<file path="src/rtl/fifo_rd_stream_pkg.sv">
// fifo_rd_stream_pkg
// Shared sizing for the FIFO-read-to-stream adapter: skid buffer depth,
// occupancy counter width and head/tail pointer width.
package fifo_rd_stream_pkg;

  localparam int BUF_DEPTH = 2;
  localparam int CNT_W     = 2;
  localparam int PTR_W     = 1;

  typedef logic [CNT_W-1:0] cnt_t;
  typedef logic [PTR_W-1:0] ptr_t;

endpackage

</file>
<file path="src/rtl/fifo_rd_stream_buf2.sv">
// stream_buf2
// Two-entry circular buffer with head/tail pointers and an occupancy count.
// A write and a read in the same cycle both take effect and leave the count
// unchanged. The caller guarantees no write when full and no read when empty.
//
// Ports:
//   clk, rst       clock, async active-high reset (pointers and count only)
//   wr_en, wr_data write one entry at the tail
//   rd_en          retire the head entry
//   rd_data        head entry (oldest)
//   stored         number of buffered entries (0..2)
module stream_buf2
  import fifo_rd_stream_pkg::*;
#(
  parameter int DIN_WIDTH = 16
) (
  input  logic                 clk,
  input  logic                 rst,
  input  logic                 wr_en,
  input  logic [DIN_WIDTH-1:0] wr_data,
  input  logic                 rd_en,
  output logic [DIN_WIDTH-1:0] rd_data,
  output logic [CNT_W-1:0]     stored
);

  logic [DIN_WIDTH-1:0] mem_q [BUF_DEPTH];
  logic [DIN_WIDTH-1:0] mem_d [BUF_DEPTH];
  ptr_t                 wr_ptr_q, wr_ptr_d;
  ptr_t                 rd_ptr_q, rd_ptr_d;
  cnt_t                 stored_q, stored_d;

  always_comb begin
    mem_d    = mem_q;
    wr_ptr_d = wr_ptr_q;
    rd_ptr_d = rd_ptr_q;
    stored_d = stored_q;
    if (wr_en) begin
      mem_d[wr_ptr_q] = wr_data;
      wr_ptr_d        = wr_ptr_q + ptr_t'(1);
    end
    if (rd_en) begin
      rd_ptr_d = rd_ptr_q + ptr_t'(1);
    end
    case ({wr_en, rd_en})
      2'b10:   stored_d = stored_q + cnt_t'(1);
      2'b01:   stored_d = stored_q - cnt_t'(1);
      default: stored_d = stored_q;
    endcase
  end

  always_ff @(posedge clk or posedge rst) begin
    if (rst) begin
      wr_ptr_q <= '0;
      rd_ptr_q <= '0;
      stored_q <= '0;
    end else begin
      wr_ptr_q <= wr_ptr_d;
      rd_ptr_q <= rd_ptr_d;
      stored_q <= stored_d;
    end
  end

  // Payload storage carries no reset; validity is tracked by stored_q.
  always_ff @(posedge clk) begin
    mem_q <= mem_d;
  end

  assign rd_data = mem_q[rd_ptr_q];
  assign stored  = stored_q;

endmodule

</file>
<file path="src/rtl/fifo_rd_stream.sv">
// fifo_rd_stream
// Turns a sync-FIFO read port (request, data one cycle later) into a
// valid/ready stream. A 2-entry buffer absorbs the response pipeline; a read
// is only requested when the buffer is guaranteed to have room for it.
//
// Ports:
//   clk, rst        clock, async active-high reset
//   fifo_empty      FIFO empty flag
//   fifo_read_req   read request (combinational, includes m_tready)
//   fifo_rdata      FIFO read data, qualified by fifo_r_valid
//   fifo_r_valid    FIFO read data valid
//   m_tdata/m_tvalid/m_tready  output stream
//   err_unexp       sticky: read data arrived with no read in flight
//   m_tlast         (FIFO_RD_STREAM_TLAST_EN only) last beat of a PKT_LEN packet
//
// Build option: define FIFO_RD_STREAM_TLAST_EN to add PKT_LEN and m_tlast.
module fifo_rd_stream
  import fifo_rd_stream_pkg::*;
#(
  parameter int DIN_WIDTH = 16
`ifdef FIFO_RD_STREAM_TLAST_EN
  ,
  parameter int PKT_LEN   = 64
`endif
) (
  input  logic                 clk,
  input  logic                 rst,
  input  logic                 fifo_empty,
  output logic                 fifo_read_req,
  input  logic [DIN_WIDTH-1:0] fifo_rdata,
  input  logic                 fifo_r_valid,
  output logic [DIN_WIDTH-1:0] m_tdata,
  output logic                 m_tvalid,
  input  logic                 m_tready,
  output logic                 err_unexp
`ifdef FIFO_RD_STREAM_TLAST_EN
  ,
  output logic                 m_tlast
`endif
);

  localparam logic [CNT_W:0] DEPTH_C = BUF_DEPTH[CNT_W:0];

  logic [CNT_W-1:0] stored;
  logic             inflight_q, inflight_d;
  logic             err_unexp_q, err_unexp_d;
  logic             pop;
  logic             wr_en;
  logic [CNT_W:0]   occ;

  // occ is the occupancy the buffer will have once this cycle's pop retires
  // and the in-flight response lands; a new request is safe while it is < 2.
  always_comb begin
    pop           = m_tvalid & m_tready;
    wr_en         = fifo_r_valid & inflight_q;
    occ           = {1'b0, stored} + {{CNT_W{1'b0}}, inflight_q}
                  - {{CNT_W{1'b0}}, pop};
    fifo_read_req = !rst && !fifo_empty && (occ < DEPTH_C);
    inflight_d    = fifo_read_req;
    err_unexp_d   = err_unexp_q | (fifo_r_valid & ~inflight_q);
  end

  always_ff @(posedge clk or posedge rst) begin
    if (rst) begin
      inflight_q  <= 1'b0;
      err_unexp_q <= 1'b0;
    end else begin
      inflight_q  <= inflight_d;
      err_unexp_q <= err_unexp_d;
    end
  end

  stream_buf2 #(
    .DIN_WIDTH (DIN_WIDTH)
  ) u_buf (
    .clk     (clk),
    .rst     (rst),
    .wr_en   (wr_en),
    .wr_data (fifo_rdata),
    .rd_en   (pop),
    .rd_data (m_tdata),
    .stored  (stored)
  );

  assign m_tvalid  = (stored != '0);
  assign err_unexp = err_unexp_q;

`ifdef FIFO_RD_STREAM_TLAST_EN
  localparam int              BEAT_W    = $clog2(PKT_LEN + 1);
  localparam logic [BEAT_W-1:0] LAST_BEAT = BEAT_W'(PKT_LEN - 1);

  logic [BEAT_W-1:0] beat_cnt_q, beat_cnt_d;

  always_comb begin
    beat_cnt_d = beat_cnt_q;
    if (pop) begin
      beat_cnt_d = (beat_cnt_q == LAST_BEAT) ? '0 : beat_cnt_q + BEAT_W'(1);
    end
  end

  always_ff @(posedge clk or posedge rst) begin
    if (rst) begin
      beat_cnt_q <= '0;
    end else begin
      beat_cnt_q <= beat_cnt_d;
    end
  end

  assign m_tlast = m_tvalid & (beat_cnt_q == LAST_BEAT);
`endif

endmodule
</file>
<file path="config.mk">
export PLATFORM = sky130hd
export DESIGN_NAME = fifo_rd_stream
export DESIGN_NICKNAME = d
export VERILOG_FILES = /design/src/rtl/fifo_rd_stream_pkg.sv /design/src/rtl/fifo_rd_stream_buf2.sv /design/src/rtl/fifo_rd_stream.sv
export SDC_FILE = /design/constraint.sdc
export NUM_CORES = 1
export LEC_CHECK = 0
export ABC_AREA = 1
export CORE_MARGIN = 1
export CORE_UTILIZATION = 40
export CTS_CLUSTER_DIAMETER = 120
export CTS_CLUSTER_SIZE = 14
export DETAILED_ROUTE_END_ITERATION = 10
export PLACE_DENSITY = 0.69
export REMOVE_ABC_BUFFERS = 1
export SLEW_MARGIN = 20
export SYNTH_ARGS = -nofsm -noshare
export SYNTH_HDL_FRONTEND = slang
export SYNTH_SLANG_ARGS = --single-unit
</file>
<file path="constraint.sdc">
create_clock -name clk -period 4 [get_ports clk]
set_input_delay 0.8 -clock clk [delete_from_list [all_inputs] [get_ports clk]]
set_output_delay 0.8 -clock clk [all_outputs]
set_load 0.03 [all_outputs]
</file>
==> results.json, run 1 <==
{
  "status": "complete, no violations",
  "hold-path-endpoint": "err_unexp$_DFF_PP0_",
  "dp_cells": 209,
  "finalWorstPathRequiredPeriod_ns": 3.55,
  "core_um2": 3660,
  "clkTransAtPathRegs_ns": 0.07,
  "grt_usage": 0.140,
  "rows": 22,
  "tns_ns": 0,
  "worstPathArrival_ns": 2.75,
  "drt-total-wl_mm": 2.44,
  "root_buffer": "clkbuf_8",
  "die_area_um2": 4050,
  "diodes": 0,
  "drive_gt1_frac": 0.0592,
  "wl_met2_mm": 1.19,
  "period_share": 0.889,
  "p_leak_nw": 0.858,
  "port_buffers": 39,
  "cts_tree": "yes",
  "synthCells": 123,
  "r2r-end": "inflight_q$_DFF_PP0_",
  "criticalPathCategory": "input port to output pin",
  "final_cells": 217,
  "synth_top_family_by_area": "simple AND/OR/NAND/NOR gates",
  "dieWidth_um": 63.6,
  "gr-total-overflow": 0,
  "hold_start": "err_unexp$_DFF_PP0_",
  "numClockSinks": 38,
  "syn_area_um2": 1520,
  "synth.yosys.warnings": 0,
  "regToRegStartpoint": "u_buf.stored[1]$_DFFE_PP0P_",
  "yosys.area_share.simple": 0.0890,
  "finalClockSkew_ns": 0.00470,
  "cts_buffers": 5,
  "wl_met3_um": 174,
  "met1_length_mm": 1.02,
  "worstHoldPathType": "register to register",
  "antenna_found_initial": 0,
  "cp.required_ns": 3.20,
  "n_fill_cell": 328,
  "post-place-ws_ns": 0.0466,
  "yosysSeqAreaShare": 0.731,
  "grt_pass1_wl_mm": 4.07,
  "vias_per_cell": 4.47,
  "cts_setup_buffers": 0,
  "fin_ws_ns": 0.446,
  "dr.max_layer_used": "met4",
  "ioPinCount": 40,
  "grt_max_degree": 35,
  "r2r_cells": 10,
  "setup_viol_count_final": 0,
  "area_growth_pct": 36.7,
  "min_path_cells": 1,
  "fmax_ghz": 0.281,
  "ctsHoldBuffers": 0,
  "synth_compound_area_frac": 0.0577,
  "h-tree-depth": 2,
  "worst-path-max-fanout": 2,
  "muxShareOfSynthArea": 0,
  "ys_ff_latch": 38,
  "post-route-util": 0.567,
  "wl_per_cell_um": 11.3,
  "synth_fa_ha_area_frac": 0.0297,
  "drc_errors": 0,
  "slew_viol_final": 0,
  "place_hpwl_mm": 1.81,
  "finalHoldViolCount": 0,
  "chipHeight_um": 63.6,
  "max-clock-path-buffers": 2,
  "slew_headroom": 0.420,
  "rsz0062_at_grt": "no",
  "peakVddDrop_uv": 360,
  "r2r_slack_ns": 2.07,
  "yosys.area.top_type_share": 0.633,
  "synth-xor-area-share": 0.0173,
  "avgSynthCellArea_um2": 12.3,
  "fin_hold_ws_ns": 0.484,
  "drtIter0Drc": 33,
  "startpoint_type": "input port",
  "drt-pass1-iter-count": 4,
  "fin_nets": 192,
  "grt_pass1_vias": 938,
  "vias": 969,
  "yosysTopAreaCell": "edfxtp_1",
  "synth_area_leaders": "edfxtp_1 63%, dfrtp_1 9.9%, nand2_1 6.7%",
  "place_congestion": 0.698,
  "worst_pin_slew_ns": 0.871,
  "ant_nets": 0,
  "max-cap-violations": 0,
  "initial_utilization": 0.415,
  "power_density_nw_per_um2": 657,
  "end_kind": "output pin",
  "worstSkewPairLatency_ns": 0.29,
  "synth_cell_types": 16
}
## synthesized netlist by cell type
library cell	count
nand4_1	1
o21bai_1	1
nand2_1	27
buf_4	2
edfxtp_1	32
o21ai_0	16
xnor2_1	1
inv_1	25
buf_2	1
nand3b_1	1
nand3_1	1
fa_1	1
nor2_1	4
dfrtp_1	6
ha_1	2
xor2_1	2
## final cells by class
cell class              count  area [um2]  share of cell area
clock buffers               5        68.8              0.0332
clock inverters             3        40.0              0.0193
inverters                  25        93.8              0.0452
multi-input cells          57         294               0.142
flip-flops and latches     38        1110               0.535
well taps                  48        60.1              0.0289
repair buffers             41         408               0.197
## report_power, final
group          switching, mW  total, mW  internal [mW]  leakage [nW]
clock network          0.124      0.308          0.183        0.0579
registers             0.0633      0.543          0.479         0.358
logic                  0.297      0.514          0.217         0.442
total                  0.484       1.36          0.880         0.858
## registers in the layout, indices dropped and copies added (netlist names)
register	flops
u_buf.mem_q	32
u_buf.rd_ptr_q	1
inflight_q	1
err_unexp	1
u_buf.wr_ptr_q	1
u_buf.stored	2
## per-stage QoR
stage | instance area, um2 | total power, mW
after CTS | 2070 | 1.38
after detailed placement | 1960 | 1.07
after global routing | 2080 | 1.45
after global placement | 1960 | 1.05
final | 2080 | 1.36
after floorplan | 1500 | 0.846
## worst max-delay path by stage
stage / endpoint / slack [ns] / from
floorplan: fifo_read_req / 0.96 / m_tready
finish: fifo_read_req / 0.45 / m_tready
detailed placement: fifo_read_req / 0.05 / m_tready
global route: fifo_read_req / 0.33 / m_tready
global placement: fifo_read_req / 0.13 / m_tready
CTS: fifo_read_req / 0.04 / m_tready
## cells by family after synthesis
kind of cell / after synthesis
AO/OA/AOI/OAI: 17
AND/OR/NAND/NOR: 34
adder cells (fa/ha/maj): 3
flip-flops: 38
XOR/XNOR: 3
buffers and inverters: 28
## what timing repair did
item	in CTS	in global routing
resized for setup	0	1
setup endpoints to repair	0	1
endpoints found under the hold margin	0	0
## worst max-delay path: stages
cell             delay (ns)
clkdlybuf4s50_1        0.47
nand2_1                0.07
inv_1                  0.08
ha_1                   0.23
inv_1                  0.05
nand2_1                0.06
fa_1                   0.50
nand2_1                0.05
nor2_1                 0.13
dlymetal6s2s_1         0.31
## layer usage
layer,GRT usage,vias to the layer above
met4,0.0767,0
met1,0.151,437
met3,0.0507,7
met5,0,-
met2,0.238,37
li1,-,488
## cells in the final DEF, fill, tap and decap left out
cell and n:
clkdlybuf4s50_1 38, edfxtp_1 32, nand2_1 27, inv_1 25
o21ai_0 16, dfrtp_1 6, clkbuf_8 5, nor2_1 4
xor2_1 2, ha_1 2, clkinv_2 2, buf_4 2
nand3b_1 1, nand3_1 1, nand4_1 1, xnor2_1 1
o21bai_1 1, fa_1 1, bufinv_16 1, dlymetal6s2s_1 1
(Power assumes the default switching activity.)
==> inputs of run 2 (changes only) <==
--- a/config.mk
+++ b/config.mk
@@ -6,7 +6,7 @@
 export NUM_CORES = 1
 export LEC_CHECK = 0
 export ABC_AREA = 1
-export CORE_MARGIN = 1
+export CORE_MARGIN = 3
 export CORE_UTILIZATION = 40
 export CTS_CLUSTER_DIAMETER = 120
 export CTS_CLUSTER_SIZE = 14
==> run 2 against run 1 <==
Against the previous run: total power down 4.0%; setup slack worse by 0.028 ns; first-iteration DRC count up 130%; wire length up 12%; maximum frequency down 0.77%; flip-flop and latch count unchanged; sequential power about the same; worst hold slack better by 0.0025 ns; final area down 1.4%; largest cell class unchanged.
==> results.json, run 2 (synthesis results as in run 1) <==
{
  "root_buffer": "clkbuf_8",
  "core_um2": 3490,
  "criticalPathCategory": "input port to output pin",
  "worstPathArrival_ns": 2.78,
  "worstSkewPairLatency_ns": 0.28,
  "cpMaxStageDelayCell": "fa_1",
  "final_cells": 215,
  "clkTransAtPathRegs_ns": 0.07,
  "fmax_ghz": 0.279,
  "slew_headroom": 0.372,
  "gr-total-overflow": 0,
  "swShare": 0.377,
  "max-clock-path-buffers": 2,
  "place_congestion": 0.676,
  "cp_top_family": "buffers and inverters",
  "chipHeight_um": 67.6,
  "seqPwrFrac": 0.417,
  "place_hpwl_mm": 1.95,
  "peakVddDrop_uv": 400,
  "numClockSinks": 38,
  "cp_num_buf_inv": 4,
  "post-route-util": 0.585,
  "post-place-ws_ns": 0.0319,
  "drt-pass1-iter-count": 4,
  "grt_pass1_wl_mm": 4.36,
  "max-cap-violations": 0,
  "setup_viol_count_final": 0,
  "drive_gt1_frac": 0.0473,
  "tns_ns": 0,
  "drc_errors": 0,
  "initial_utilization": 0.435,
  "power_switching_mw": 0.493,
  "drt-total-wl_mm": 2.74,
  "finalClockSkew_ns": 0.00370,
  "slew_viol_final": 0,
  "cts_buffers": 5,
  "largest_reg_flops": 32,
  "end_kind": "output pin",
  "final_cell_mix": "38 x clkdlybuf4s50_1, 32 x edfxtp_1, 27 x nand2_1, 25 x inv_1, 16 x o21ai_0",
  "worst_pin_slew_ns": 0.942,
  "power_density_nw_per_um2": 640,
  "finalWorstPathRequiredPeriod_ns": 3.58,
  "fin_ws_ns": 0.418,
  "crit_chain": "clkdlybuf4s50_1, nand2_1, inv_1, ha_1, inv_1, nand2_1, fa_1, nand2_1, nor2_1, dlymetal6s2s_1",
  "wl_per_cell_um": 12.7,
  "vias": 1003,
  "clock_power_share": 0.184,
  "regMostFlops": "u_buf.mem_q",
  "port_buffers": 39,
  "period_share": 0.896,
  "final_area_um2": 2050,
  "grt_usage": 0.132,
  "cp_common_cell": "nand2_1",
  "vias_per_cell": 4.67,
  "dp_cells": 207,
  "dieWidth_um": 67.6,
  "antenna_found_initial": 0,
  "status": "complete, no violations",
  "fin_nets": 192,
  "cpPeakStageDelay_ns": 0.49,
  "finalHoldViolCount": 0,
  "drtIter0Drc": 77,
  "cp.required_ns": 3.20,
  "area_growth_pct": 34.7,
  "h-tree-depth": 2,
  "diodes": 0,
  "startpoint_type": "input port",
  "p_leak_nw": 0.843,
  "combPwrFrac": 0.399,
  "internal_power_mw": 0.816,
  "grt_max_degree": 35,
  "die_area_um2": 4570,
  "worstHoldPathType": "register to register",
  "grt_pass1_vias": 1019,
  "cts_tree": "yes",
  "rows": 21,
  "place_area_um2": 1960,
  "final_common_cell": "clkdlybuf4s50_1",
  "ctsHoldBuffers": 0,
  "worst-path-max-fanout": 2,
  "ant_nets": 0,
  "rsz0062_at_grt": "no",
  "ioPinCount": 40
}
run 2: cell count changes in the layout (fill, tap and decap cells not counted), sizes merged:
cell,before,now
bufinv,1,0
clkbuf,5,6
run 2: repair_timing:
item / 4_1_cts / 5_1_grt
setup buffers: 0 / 0
endpoints found under the setup margin: 0 / 1
gates resized for setup: 0 / 1
run 2: area by class of cell:
class / instances / area [um2]
clock buffers: 6 / 72.6
clock inverters: 2 / 8.76
fillers: 296 / 1450
inverters: 25 / 93.8
multi-input cells: 57 / 294
flip-flops and latches: 38 / 1110
well taps: 46 / 57.6
repair buffers: 41 / 408
run 2: final timing paths:
kind,from,endpoint,slack [ns],cells past startpoint
worst max-delay path,m_tready,fifo_read_req,0.42,10
worst min-delay path,err_unexp$_DFF_PP0_,err_unexp$_DFF_PP0_,0.49,1
worst max register to register,u_buf.stored[1]$_DFFE_PP0P_,inflight_q$_DFF_PP0_,2.05,10
worst min register to register,err_unexp$_DFF_PP0_,err_unexp$_DFF_PP0_,0.49,1
max in group asynchronous,rst,u_buf.rd_ptr_q$_DFFE_PP0P_,3.04,2
min in group asynchronous,rst,err_unexp$_DFF_PP0_,0.77,2
run 2: per-layer routing:
| layer | part of all wire | vias up | global-route usage |
|---|---|---|---|
| met5 | 0 | - | 0 |
| met2 | 0.52 | 31 | 0.226 |
| met4 | 0.018 | 0 | 0.0684 |
| li1 | - | 489 | - |
| met1 | 0.38 | 477 | 0.143 |
| met3 | 0.074 | 6 | 0.0449 |
run 2: power groups by stage:
stage               clock network (mW)  registers (mW)  logic (mW)
detailed placement                   0           0.553       0.527
global placement                     0           0.550       0.503
CTS                              0.249           0.546       0.528
floorplan                            0           0.534       0.312
finish                           0.240           0.546       0.523
global route                     0.266           0.558       0.566
run 2: per-stage QoR:
| stage | hold slack [ns] | total power, mW |
|---|---|---|
| 2_1_floorplan | 0.449 | 0.846 |
| 3_3_place_gp | 0.465 | 1.05 |
| 3_5_place_dp | 0.475 | 1.08 |
| 4_1_cts | 0.495 | 1.32 |
| 5_1_grt | 0.518 | 1.39 |
| 6_report | 0.486 | 1.31 |
